===== src/rtl/warp_reg_alloc_pkg.sv =====
// Shared types and width helpers for the warp register allocator.
package warp_reg_alloc_pkg;

  localparam int MAX_CHUNK_W = 8;

  typedef enum logic [1:0] {
    IDLE    = 2'd0,
    ALLOC   = 2'd1,
    DEALLOC = 2'd2
  } state_t;

  typedef struct packed {
    logic                   valid;
    logic [MAX_CHUNK_W-1:0] chunk;
  } lut_entry_t;

  // Index width for a range of n items (chunks, registers, warps, entries).
  function automatic int idx_w(input int n);
    return (n > 1) ? $clog2(n) : 1;
  endfunction

  // Width able to hold the count n itself.
  function automatic int cnt_w(input int n);
    return $clog2(n) + 1;
  endfunction

endpackage


===== src/rtl/warp_reg_alloc_free_chunk_finder.sv =====
// Lowest-index free chunk in the allocation map (a 1 marks a chunk in use).
module free_chunk_finder
  import warp_reg_alloc_pkg::*;
#(
  parameter int N = 16,
  parameter int W = idx_w(N)
) (
  input  logic [N-1:0] map,
  output logic [W-1:0] idx,
  output logic         found
);

  // Scan from the top so the lowest free index is the last one kept.
  always_comb begin
    idx   = '0;
    found = 1'b0;
    for (int i = N - 1; i >= 0; i--) begin
      idx   = map[i] ? idx : W'(i);
      found = found | ~map[i];
    end
  end

endmodule


===== src/rtl/warp_reg_alloc.sv =====
// Register-file chunk allocator: grants chunks to warps, frees them on exit,
// and translates logical to physical register numbers.
module warp_reg_alloc
  import warp_reg_alloc_pkg::*;
#(
  parameter int NUM_WARPS       = 8,
  parameter int NUM_CHUNKS      = 16,
  parameter int CHUNK_REGS      = 2,
  parameter int CHUNKS_PER_WARP = 4,
  parameter int SWID_W          = 32
) (
  input  logic                                            clk,
  input  logic                                            rst,
  input  logic                                            alloc_valid,
  output logic                                            alloc_ready,
  input  logic [idx_w(NUM_WARPS)-1:0]                     alloc_hw_warp,
  input  logic [SWID_W-1:0]                               alloc_sw_warp,
  input  logic [cnt_w(CHUNKS_PER_WARP*CHUNK_REGS)-1:0]    alloc_nreg,
  output logic                                            alloc_done,
  output logic                                            alloc_ok,
  input  logic                                            exit_valid,
  output logic                                            exit_ready,
  input  logic [idx_w(NUM_WARPS)-1:0]                     exit_warp,
  output logic                                            exit_done,
  output logic [cnt_w(NUM_CHUNKS*CHUNK_REGS)-1:0]         avail_regs,
  input  logic [idx_w(NUM_WARPS)-1:0]                     lk_warp,
  input  logic [cnt_w(CHUNKS_PER_WARP*CHUNK_REGS)-1:0]    lk_reg,
  output logic                                            lk_valid,
  output logic [idx_w(NUM_CHUNKS*CHUNK_REGS)-1:0]         lk_phys_reg,
  input  logic [idx_w(NUM_WARPS)-1:0]                     swid_warp,
  output logic [SWID_W-1:0]                               swid_out
);

  localparam int WW       = idx_w(NUM_WARPS);
  localparam int NRW      = cnt_w(CHUNKS_PER_WARP * CHUNK_REGS);
  localparam int AW       = cnt_w(NUM_CHUNKS * CHUNK_REGS);
  localparam int PW       = idx_w(NUM_CHUNKS * CHUNK_REGS);
  localparam int CW       = idx_w(NUM_CHUNKS);
  localparam int FW       = cnt_w(NUM_CHUNKS);
  localparam int KW       = idx_w(CHUNKS_PER_WARP);
  localparam int MAX_REGS = CHUNKS_PER_WARP * CHUNK_REGS;

  state_t             state;
  logic [NUM_CHUNKS-1:0] map;
  logic [FW-1:0]      free_cnt;
  lut_entry_t         lut [NUM_WARPS][CHUNKS_PER_WARP];
  logic [SWID_W-1:0]  swid [NUM_WARPS];
  logic [WW-1:0]      cur_warp;
  logic [KW-1:0]      k;
  logic [NRW-1:0]     need_left;
  logic               rej;

  logic [CW-1:0]      free_idx;
  logic               found;
  logic [NRW-1:0]     need;
  logic               warp_busy;
  logic               alloc_reject;
  logic [NRW-1:0]     lk_entry;
  logic [NRW-1:0]     lk_off;
  logic               lk_in_range;
  lut_entry_t         lk_sel;
  lut_entry_t         dealloc_ent;
  logic [CW-1:0]      dealloc_chunk;

  free_chunk_finder #(
    .N(NUM_CHUNKS),
    .W(CW)
  ) u_finder (
    .map  (map),
    .idx  (free_idx),
    .found(found)
  );

  assign exit_ready  = !rst && (state == IDLE);
  assign alloc_ready = !rst && (state == IDLE) && !exit_valid;

  assign need = NRW'((32'(alloc_nreg) + 32'(CHUNK_REGS - 1)) / 32'(CHUNK_REGS));

  // A warp may only be granted once until it exits.
  always_comb begin
    warp_busy = 1'b0;
    for (int i = 0; i < CHUNKS_PER_WARP; i++) begin
      warp_busy = warp_busy | lut[alloc_hw_warp][i].valid;
    end
  end

  assign alloc_reject = (32'(alloc_nreg) > 32'(MAX_REGS)) ||
                        (32'(need) > 32'(free_cnt)) || warp_busy;

  assign lk_entry    = lk_reg / NRW'(CHUNK_REGS);
  assign lk_off      = lk_reg % NRW'(CHUNK_REGS);
  assign lk_in_range = 32'(lk_entry) < 32'(CHUNKS_PER_WARP);
  assign lk_sel      = lut[lk_warp][lk_entry[KW-1:0]];

  assign dealloc_ent   = lut[cur_warp][k];
  assign dealloc_chunk = CW'(dealloc_ent.chunk);

  // Allocation FSM; rejects and zero-size grants still spend one ALLOC cycle
  // so that every request completes with a done pulse one edge later.
  always_ff @(posedge clk) begin
    if (rst) begin
      state      <= IDLE;
      map        <= '0;
      free_cnt   <= FW'(NUM_CHUNKS);
      avail_regs <= AW'(NUM_CHUNKS * CHUNK_REGS);
      cur_warp   <= '0;
      k          <= '0;
      need_left  <= '0;
      rej        <= 1'b0;
      alloc_done <= 1'b0;
      alloc_ok   <= 1'b0;
      exit_done  <= 1'b0;
      for (int w = 0; w < NUM_WARPS; w++) begin
        swid[w] <= '0;
        for (int e = 0; e < CHUNKS_PER_WARP; e++) begin
          lut[w][e] <= '0;
        end
      end
    end else begin
      alloc_done <= 1'b0;
      alloc_ok   <= 1'b0;
      exit_done  <= 1'b0;
      case (state)
        IDLE: begin
          if (exit_valid) begin
            state    <= DEALLOC;
            cur_warp <= exit_warp;
            k        <= '0;
          end else if (alloc_valid) begin
            state    <= ALLOC;
            cur_warp <= alloc_hw_warp;
            k        <= '0;
            rej      <= alloc_reject;
            if (alloc_reject) begin
              need_left <= '0;
            end else begin
              need_left           <= need;
              swid[alloc_hw_warp] <= alloc_sw_warp;
            end
          end
        end
        ALLOC: begin
          if (need_left == '0) begin
            alloc_done <= 1'b1;
            alloc_ok   <= !rej;
            state      <= IDLE;
          end else if (found) begin
            map[free_idx]    <= 1'b1;
            lut[cur_warp][k] <= '{valid: 1'b1, chunk: MAX_CHUNK_W'(free_idx)};
            k                <= k + KW'(1);
            free_cnt         <= free_cnt - FW'(1);
            avail_regs       <= avail_regs - AW'(CHUNK_REGS);
            need_left        <= need_left - NRW'(1);
            if (need_left == NRW'(1)) begin
              alloc_done <= 1'b1;
              alloc_ok   <= 1'b1;
              state      <= IDLE;
            end
          end else begin
            // Unreachable while the free count is honoured at accept.
            alloc_done <= 1'b1;
            alloc_ok   <= 1'b0;
            state      <= IDLE;
          end
        end
        DEALLOC: begin
          if (dealloc_ent.valid) begin
            map[dealloc_chunk] <= 1'b0;
            lut[cur_warp][k]   <= '0;
            free_cnt           <= free_cnt + FW'(1);
            avail_regs         <= avail_regs + AW'(CHUNK_REGS);
          end
          k <= k + KW'(1);
          if (k == KW'(CHUNKS_PER_WARP - 1)) begin
            exit_done      <= 1'b1;
            swid[cur_warp] <= '0;
            state          <= IDLE;
          end
        end
        default: state <= IDLE;
      endcase
    end
  end

  // Translation and special-register readback see state before this edge.
  always_ff @(posedge clk) begin
    if (rst) begin
      lk_valid    <= 1'b0;
      lk_phys_reg <= '0;
      swid_out    <= '0;
    end else begin
      lk_valid    <= lk_sel.valid && lk_in_range;
      lk_phys_reg <= PW'(lk_sel.chunk) * PW'(CHUNK_REGS) + PW'(lk_off);
      swid_out    <= swid[swid_warp];
    end
  end

endmodule


===== config.mk =====
export PLATFORM = sky130hd
export DESIGN_NAME = warp_reg_alloc
export DESIGN_NICKNAME = d
export VERILOG_FILES = /design/src/rtl/warp_reg_alloc_pkg.sv /design/src/rtl/warp_reg_alloc_free_chunk_finder.sv /design/src/rtl/warp_reg_alloc.sv
export SDC_FILE = /design/constraint.sdc
export NUM_CORES = 1
export LEC_CHECK = 0
export CAP_MARGIN = 20
export CORE_UTILIZATION = 30
export CTS_BUF_LIST = sky130_fd_sc_hd__clkbuf_4
export DETAILED_ROUTE_END_ITERATION = 7
export PLACE_DENSITY_LB_ADDON = 0.05
export SLEW_MARGIN = 20
export SYNTH_ARGS = -nofsm -noshare
export SYNTH_HDL_FRONTEND = slang
export SYNTH_SLANG_ARGS = --single-unit
export TNS_END_PERCENT = 1

===== constraint.sdc =====
create_clock -name clk -period 16.98 [get_ports clk]
set_input_delay 4.245 -clock clk [delete_from_list [all_inputs] [get_ports clk]]
set_output_delay 4.245 -clock clk [all_outputs]
set_load 0.05 [all_outputs]

After elaboration in Yosys (flattened, before gate mapping). Memory sizes are Yosys's and may differ from the RTL's. A register that Yosys moved wholly into a read port is not among the register bits. Cells that the tools add are included.

Add/subtract/negate cells: 8. Order comparisons: 10. Equality and inequality tests: 12. Muxes and demuxes: 117. Bitwise gates (word level): 61. Reductions and logical operators: 27.

Operators by type and width (number): $mux 4 (21); $mux 36 (2); $mux 32 (2); $reduce_or 32->1 (2); $mux 1 (48); $mux 16 (3); $mux 9 (5); $mux 20 (2); $or 1x1->1 (38); $bmux 9 s2 (2); $pmux 16 s2 (1); $mux 3 (7); $mux 2 (10); $reduce_or 20->1 (1); $demux 9 s2 (1); $mux 6 (3); $not 1->1 (18); $and 16x16->16 (1); $not 16->16 (1); $or 16x16->16 (1); $mux 5 (3); $ne 2x2->1 const B (6); $pmux 2 s3 (2); $pmux 6 s2 (1); other kinds (36) (54).

Register bits after elaboration: 48. RAM bits: 416. Output and inout port bits: 49. Word-level logic and storage cells: 250. Memories: 2.

Memory list: swid (words 8, bits a word 32, read ports 1, clocked after Yosys merged registers in 1, write ports 8, RTL line warp_reg_alloc.sv:47) `logic [SWID_W-1:0] swid [NUM_WARPS];`; lut (words 8, bits a word 20, read ports 3, clocked after Yosys merged registers in 1, write ports 8, RTL line warp_reg_alloc.sv:46) `lut_entry_t lut [NUM_WARPS][CHUNKS_PER_WARP];`.

Logic depth before layout (Yosys ltp). Gate-level depths: netlist of the first run.

Depth in word-level cells: 24. Gate-level depth with buffers: 13.

Cells and area by module. A second synthesis of the first run with hierarchy kept.

Cell total of the unflattened synthesis: 1776. Area, all modules: 23602.6 µm².

Modules (own cells, without submodules): warp_reg_alloc (instances 1, cells an instance 1745, area an instance 23438.7 µm², sequential area each 14133.6 µm²); free_chunk_finder (instances 1, cells an instance 31, area an instance 163.9 µm², sequential area each 0.0 µm²).

Worst setup path before layout of the first run. OpenSTA, ideal clock, no wires.

Path kind: input to output. From: in rst. To: out exit_ready. Data arrival time: 5.290 ns. Data required time: 12.735 ns. Path slack: 7.445 ns. Stages: 3. Buffers on the path: 2. Path through: clkbuf_1 -> buf_1 -> nor2_1.

Longest elaborated chain between the ends: 2.

Ends and longest elaborated chain: start: declaration (RTL line warp_reg_alloc.sv:13) `input logic rst,`; $logic_not 1->1 (RTL line warp_reg_alloc.sv:74) `assign exit_ready = !rst && (state == IDLE);`; $logic_and 1x1->1 (RTL line warp_reg_alloc.sv:74); end: declaration (RTL line warp_reg_alloc.sv:22) `output logic exit_ready,`.

Every way passes these cells.

Worst setup path after layout of the first run.
From: in exit_valid. To: out alloc_ready.

Longest elaborated chain between the ends: 2.

Ends and longest elaborated chain: start: declaration (RTL line warp_reg_alloc.sv:21) `input logic exit_valid,`; $logic_not 1->1 (RTL line warp_reg_alloc.sv:75) `assign alloc_ready = !rst && (state == IDLE) && !exit_valid;`; $logic_and 1x1->1 (RTL line warp_reg_alloc.sv:75); end: declaration (RTL line warp_reg_alloc.sv:15) `output logic alloc_ready,`.

Every way passes these cells.

==> results of run 1 <==
-- logic make-up after synthesis --
logic type | after synthesis | synth area share, %
simple gates | 733 | 13.22
buf+inv | 157 | 3.071
fa+ha+maj | 24 | 1.341
compound gates | 180 | 5.078
mux | 217 | 16.77
xor+xnor | 10 | 0.3726
flops | 498 | 60.13
other cells | 1 | 0.01595
-- area by class of cell --
class | count | area (µm²) | area share (%)
flip-flops and latches | 498 | 14140 | 51.31
diodes | 4 | 10.01 | 0.03633
multi-input cells | 1165 | 8780 | 31.87
clock inverters | 38 | 280.3 | 1.017
inverters | 28 | 105.1 | 0.3815
repair buffers | 137 | 1264 | 4.587
clock buffers | 223 | 1674 | 6.076
well taps | 1040 | 1301 | 4.723
-- per-stage QoR --
step | total power (W) | std cells | hold slack, ps | area [µm²]
5_1_grt | 0.003243 | 3133 | 549.0 | 27550
6_report | 0.003095 | 3133 | 505.8 | 27550
2_1_floorplan | 0.001746 | 1820 | 440.3 | 23510
3_3_place_gp | 0.001929 | 2868 | 495.3 | 25590
3_5_place_dp | 0.001929 | 2868 | 505.6 | 25590
4_1_cts | 0.003150 | 3129 | 515.1 | 27540
-- worst min-delay path by stage --
stage                       end        start  slack (ps)  cells past startpoint
finish              free_cnt[2]  free_cnt[2]         510                      2
global route        free_cnt[2]  free_cnt[2]         550                      2
CTS                 free_cnt[2]  free_cnt[2]         520                      2
detailed placement  free_cnt[2]  free_cnt[2]         510                      2
global placement    free_cnt[2]  free_cnt[2]         500                      2
floorplan                   rej          rej         440                      2
-- power breakdown --
| group | total [W] | switching (W) | internal [W] |
|---|---|---|---|
| Sequential | 0.00142 | 0.0000400 | 0.00138 |
| Clock | 0.00120 | 0.000549 | 0.000649 |
| Combinational | 0.000481 | 0.000307 | 0.000174 |
| Total | 0.00310 | 0.000896 | 0.00220 |
-- critical path: cells and delay by family --
kind / cells / cell delay [ps]
and+or+nand+nor: 2 / 400
buffers and inverters: 2 / 1380
-- Yosys cell counts, types with 3 or more instances --
master,number,area share [%]
a22oi_1,3,0.096
and2_1,8,0.21
mux2i_1,71,3.0
edfxtp_1,416,53
nand3_1,16,0.34
xor2_1,5,0.19
inv_1,28,0.45
buf_6,10,0.48
nand2_1,123,2.0
o22ai_1,6,0.16
dfxtp_1,82,7.0
o21bai_1,33,1.1
nor3b_1,3,0.096
a31oi_1,5,0.13
nand4_1,9,0.24
buf_2,28,0.60
nor4_1,10,0.27
and3_1,6,0.16
o21ai_0,20,0.43
xnor2_1,5,0.19
clkbuf_1,64,1.0
o21ai_1,5,0.11
mux4_2,141,14
buf_1,21,0.34
ha_1,22,1.2
a21oi_1,48,1.0
nor2b_1,16,0.43
a211oi_1,28,0.89
o21a_1,4,0.13
nor2_1,434,6.9
nand2b_1,13,0.35
buf_4,6,0.19
nor3_1,81,1.7
mux2_2,5,0.24
a2111oi_0,3,0.11
a21o_1,4,0.13
-- routing by layer --
| metal | routed length, µm | global-route usage [%] |
|---|---|---|
| met4 | 1338 | 6.229 |
| met1 | 34270 | 26.31 |
| met2 | 39020 | 33.72 |
| met5 | 12 | 0 |
| met3 | 4091 | 4.002 |
==> results.md, run 1 <==
- GRT overflow: 0
- Critical path type: in -> out
- DR WL/cell: 25.13 µm
- Worst path max stage delay: 830 ps
- Reg with most FFs: swid
- Worst skew pair latency: 1010 ps
- Slew Limit Fails: 0
- Top flop regs: swid x256, lut x160, swid_out x32
- Routed WL: 78.73 mm
- Antenna violations before repair: 3
- Commonest non-fill, non-tap cell in the layout: nor2_1
- Mapped Nets: 1900
- Crit path arrival time: 6030 ps
- Fin worst setup slack: 6709 ps
- H-Tree Depth: 4
- Crit. End Element: output pin
- # IOs: 105
- Final Util: 35.57%
- Power Density: 112.4 nW/µm²
- Sequential share of the synthesized area: 60.13%
- Worst Hold Class: reg -> reg
- Worst-Margin Slew: 1225 ps
- Pre-CTS setup slack: 6686 ps
- IO Port Bufs: 103
- Final GP Congestion: 0.8187
- Initial DRC count: 1067
- Synth-to-layout area growth: 17.21%
- Clock sinks: 498
- Layout cells sized above 1: 21.54%
- Postcts setup bufs: 0
- Most frequent cells in the layout: nor2_1 (433), edfxtp_1 (416), clkbuf_4 (223)
- Router iterations before antenna repair: 5
- Core Footprint: 77470 µm²
- Total Routing Usage GR: 20.20%
- Worst VDD drop: 42.04 µV
- RSZ-0062 raised after global routing: false
- Async S/R FF share, synth: 0%
- Fmax: 97.36 MHz
- Dominant synthesized flop cell: edfxtp_1
- Post-layout minimum cycle time: 10270 ps
- Max reg flops: 256
- CTS clock-pin slew for the worst setup and hold paths: 60 ps
- Pin count of the biggest net entering global routing: 68
- Die width: 281.9 µm
- Post-synth EDFFs: 416
- Max clock buf depth: 3
- CP max-delay cell: clkdlybuf4s50_1
- # resized after CTS: 0
- Vias in the first global route: 16520
- Layout filler cell count: 7727
- TritonCTS Buffers: 151
- Root buf cell: clkbuf_4
- Ys Warns: 0
- Critical Path End: alloc_ready
- Final setup TNS: 0 ps
- Synth Instances: 1820
- Die H: 281.9 µm
- CTS tree: done
- Status: finished, final reports clean
- Syn avg cell area: 12.92 µm²
- R2R Setup Slk: 12310 ps
- Hpwl dp: 47.61 mm
- Setup-failing EPs final: 0
- R2R depth: 8
- Hold Vio Cnt, Final: 0
- Crit start category: primary input
- Most used cell, CP: clkdlybuf4s50_1
- DR vias/cell: 5.077
- ANT nets after route: 0
- Worst reg2reg endpoint: lut[5][12]
- Initial Util: 30.34%
- FF+latch count, synth: 498
- Netlist Area Pre-Place: 23510 µm²
- Worst slew margin: 17.79%
- Final Cycle Share: 60.49%
- DR vias: 15910
- Residual DRC: 0
- Cell Chain, Critical Path: clkdlybuf4s50_1, nand2b_1, nor2_1, clkdlybuf4s50_1
- First-pass GRT wire length: 114.0 mm
- Crit-path max FO: 7
- Post-synth cell types: 64
- Static Leak: 9.475 nW
- Setup Skew: 77.99 ps
- Max-cap viol count: 0
- Setup crit start: exit_valid
- Worst Path Required: 12730 ps
- FP Rows: 102
- Fin nets: 2061
- Die area: 79480 µm²
- # hold bufs at CTS: 0
Note: power is estimated with default switching activity, not from simulation.
==> inputs of run 2 (changes only) <==
clock period = 8.93 ns   (was 16.98 ns; I/O delays follow)
==> results.md, run 2 (same netlist as run 1, synthesis figures left out) <==
- Multi-input logic area: 8780 µm² (unchanged)
- Hold Vio Cnt, Final: 0 (unchanged)
- Post-layout minimum cycle time: 6355 ps
- Pre-CTS setup slack: 2265 ps (was 6686 ps)
- Final setup TNS: 0 ps (unchanged)
- Die width: 281.9 µm (unchanged)
- FP Rows: 102 (unchanged)
- Hpwl dp: 50.36 mm (was 47.61 mm)
- Die H: 281.9 µm (unchanged)
- Antenna violations before repair: 2 (was 3)
- DR vias/cell: 5.076 (was 5.077)
- Crit-path max FO: 7 (unchanged)
- Initial DRC count: 1249 (was 1067)
- Routed WL: 79.22 mm (was 78.73 mm)
- Commonest non-fill, non-tap cell in the layout: nor2_1 (unchanged)
- Worst skew pair latency: 1020 ps (was 1010 ps)
- Clock sinks: 498 (unchanged)
- Total Routing Usage GR: 20.32% (was 20.20%)
- Worst slew margin: 28.46% (was 17.79%)
- RSZ-0062 raised after global routing: false (unchanged)
- DR WL/cell: 25.25 µm (was 25.13 µm)
- # resized after CTS: 0 (unchanged)
- Layout cells sized above 1: 21.44% (was 21.54%)
- Fmax: 157.4 MHz
- DR vias: 15930 (was 15910)
- Initial Util: 30.34% (unchanged)
- Crit start category: primary input (unchanged)
- Fin worst setup slack: 2575 ps (was 6709 ps)
- ANT nets after route: 0 (unchanged)
- Synth-to-layout area growth: 16.92% (was 17.21%)
- Worst VDD drop: 102.1 µV (was 42.04 µV)
- Core Footprint: 77470 µm² (unchanged)
- Worst Path Required: 6700 ps (was 12730 ps)
- Final GP Congestion: 0.8251 (was 0.8187)
- Fin nets: 2058 (was 2061)
- Top flop regs: swid x256, lut x160, swid_out x32 (unchanged)
- Storage element area: 14140 µm² (unchanged)
- Setup Skew: 54.80 ps (was 77.99 ps)
- Most frequent cells in the layout: nor2_1 (433), edfxtp_1 (416), clkbuf_4 (223) (unchanged)
- Crit path arrival time: 4120 ps (was 6030 ps)
- Max-cap viol count: 0 (unchanged)
- Critical path type: in -> out (unchanged)
- Status: finished, final reports clean (unchanged)
- CTS tree: done (unchanged)
- Pin count of the biggest net entering global routing: 65 (was 68)
- Static Leak: 9.438 nW (was 9.475 nW)
- Residual DRC: 0 (unchanged)
- First-pass GRT wire length: 115.5 mm (was 114.0 mm)
- GRT overflow: 0 (unchanged)
- IO Port Bufs: 103 (unchanged)
- Final Util: 35.48% (was 35.57%)
- Root buf cell: clkbuf_4 (unchanged)
- Final Cycle Share: 71.16%
- Die area: 79480 µm² (unchanged)
- # IOs: 105 (unchanged)
- # hold bufs at CTS: 0 (unchanged)
- Router iterations before antenna repair: 5 (unchanged)
- TritonCTS Buffers: 148 (was 151)
- Max reg flops: 256 (unchanged)
- Crit. End Element: output pin (unchanged)
- H-Tree Depth: 4 (unchanged)
- Power Density: 211.8 nW/µm² (was 112.4 nW/µm²)
- Worst Hold Class: reg -> reg (unchanged)
- Layout filler cell count: 7731 (was 7727)
- Max clock buf depth: 3 (unchanged)
- Reg with most FFs: swid (unchanged)
- CTS clock-pin slew for the worst setup and hold paths: 70 ps (was 60 ps)
- Worst-Margin Slew: 1069 ps (was 1225 ps)
- Slew Limit Fails: 0 (unchanged)
- Setup-failing EPs final: 0 (unchanged)
- Postcts setup bufs: 0 (unchanged)
- Vias in the first global route: 16520 (about the same)
## run 2: path summary, 6_finish.rpt
check | slack, ps | end | cells past startpoint | start
worst max register to register | 4520 | swid[1][25] | 9 | state[0]
worst max-delay path | 2580 | alloc_ready | 4 | exit_valid
worst min register to register | 510 | rej | 2 | rej
worst min-delay path | 510 | rej | 2 | rej
## run 2: power breakdown
| group | leakage, nW | switching [W] | internal (W) | total [W] |
|---|---|---|---|---|
| clock | 1.11 | 0.00107 | 0.00115 | 0.00221 |
| combinational | 3.36 | 0.000589 | 0.000331 | 0.000920 |
| sequential | 4.97 | 0.0000709 | 0.00262 | 0.00269 |
| total | 9.44 | 0.00173 | 0.00409 | 0.00582 |
## run 2: per-stage QoR
stage	total power (W)	hold slack (ps)	cells	cell area (µm²)
after floorplan	0.003321	440.3	1820	23510
after global placement	0.003668	500.6	2868	25590
after detailed placement	0.003671	501.0	2868	25590
after CTS	0.005922	512.5	3134	27470
after global routing	0.006105	558.3	3136	27480
final	0.005820	505.4	3138	27480
## run 2: area by class of cell
class / instances / area share [%]
clock inverters: 43 / 0.7694
diodes: 4 / 0.03642
clock buffers: 223 / 6.092
well taps: 1040 / 4.735
repair buffers: 137 / 4.598
multi-input cells: 1165 / 31.95
flip-flops and latches: 498 / 51.44
inverters: 28 / 0.3824
## run 2: routing by layer
layer | up-vias | track usage (%) | routed length [µm]
met4 | 0 | 6.759 | 1564
met5 | - | 0 | 0
met1 | 8160 | 26.39 | 34670
met2 | 474 | 34.06 | 39250
li1 | 7190 | - | -
met3 | 105 | 3.646 | 3741
## run 2: worst max-delay path, stage by stage
cell,delay (ps)
clkdlybuf4s50_1,560
nand2b_1,260
nor2_1,210
clkdlybuf4s50_1,850
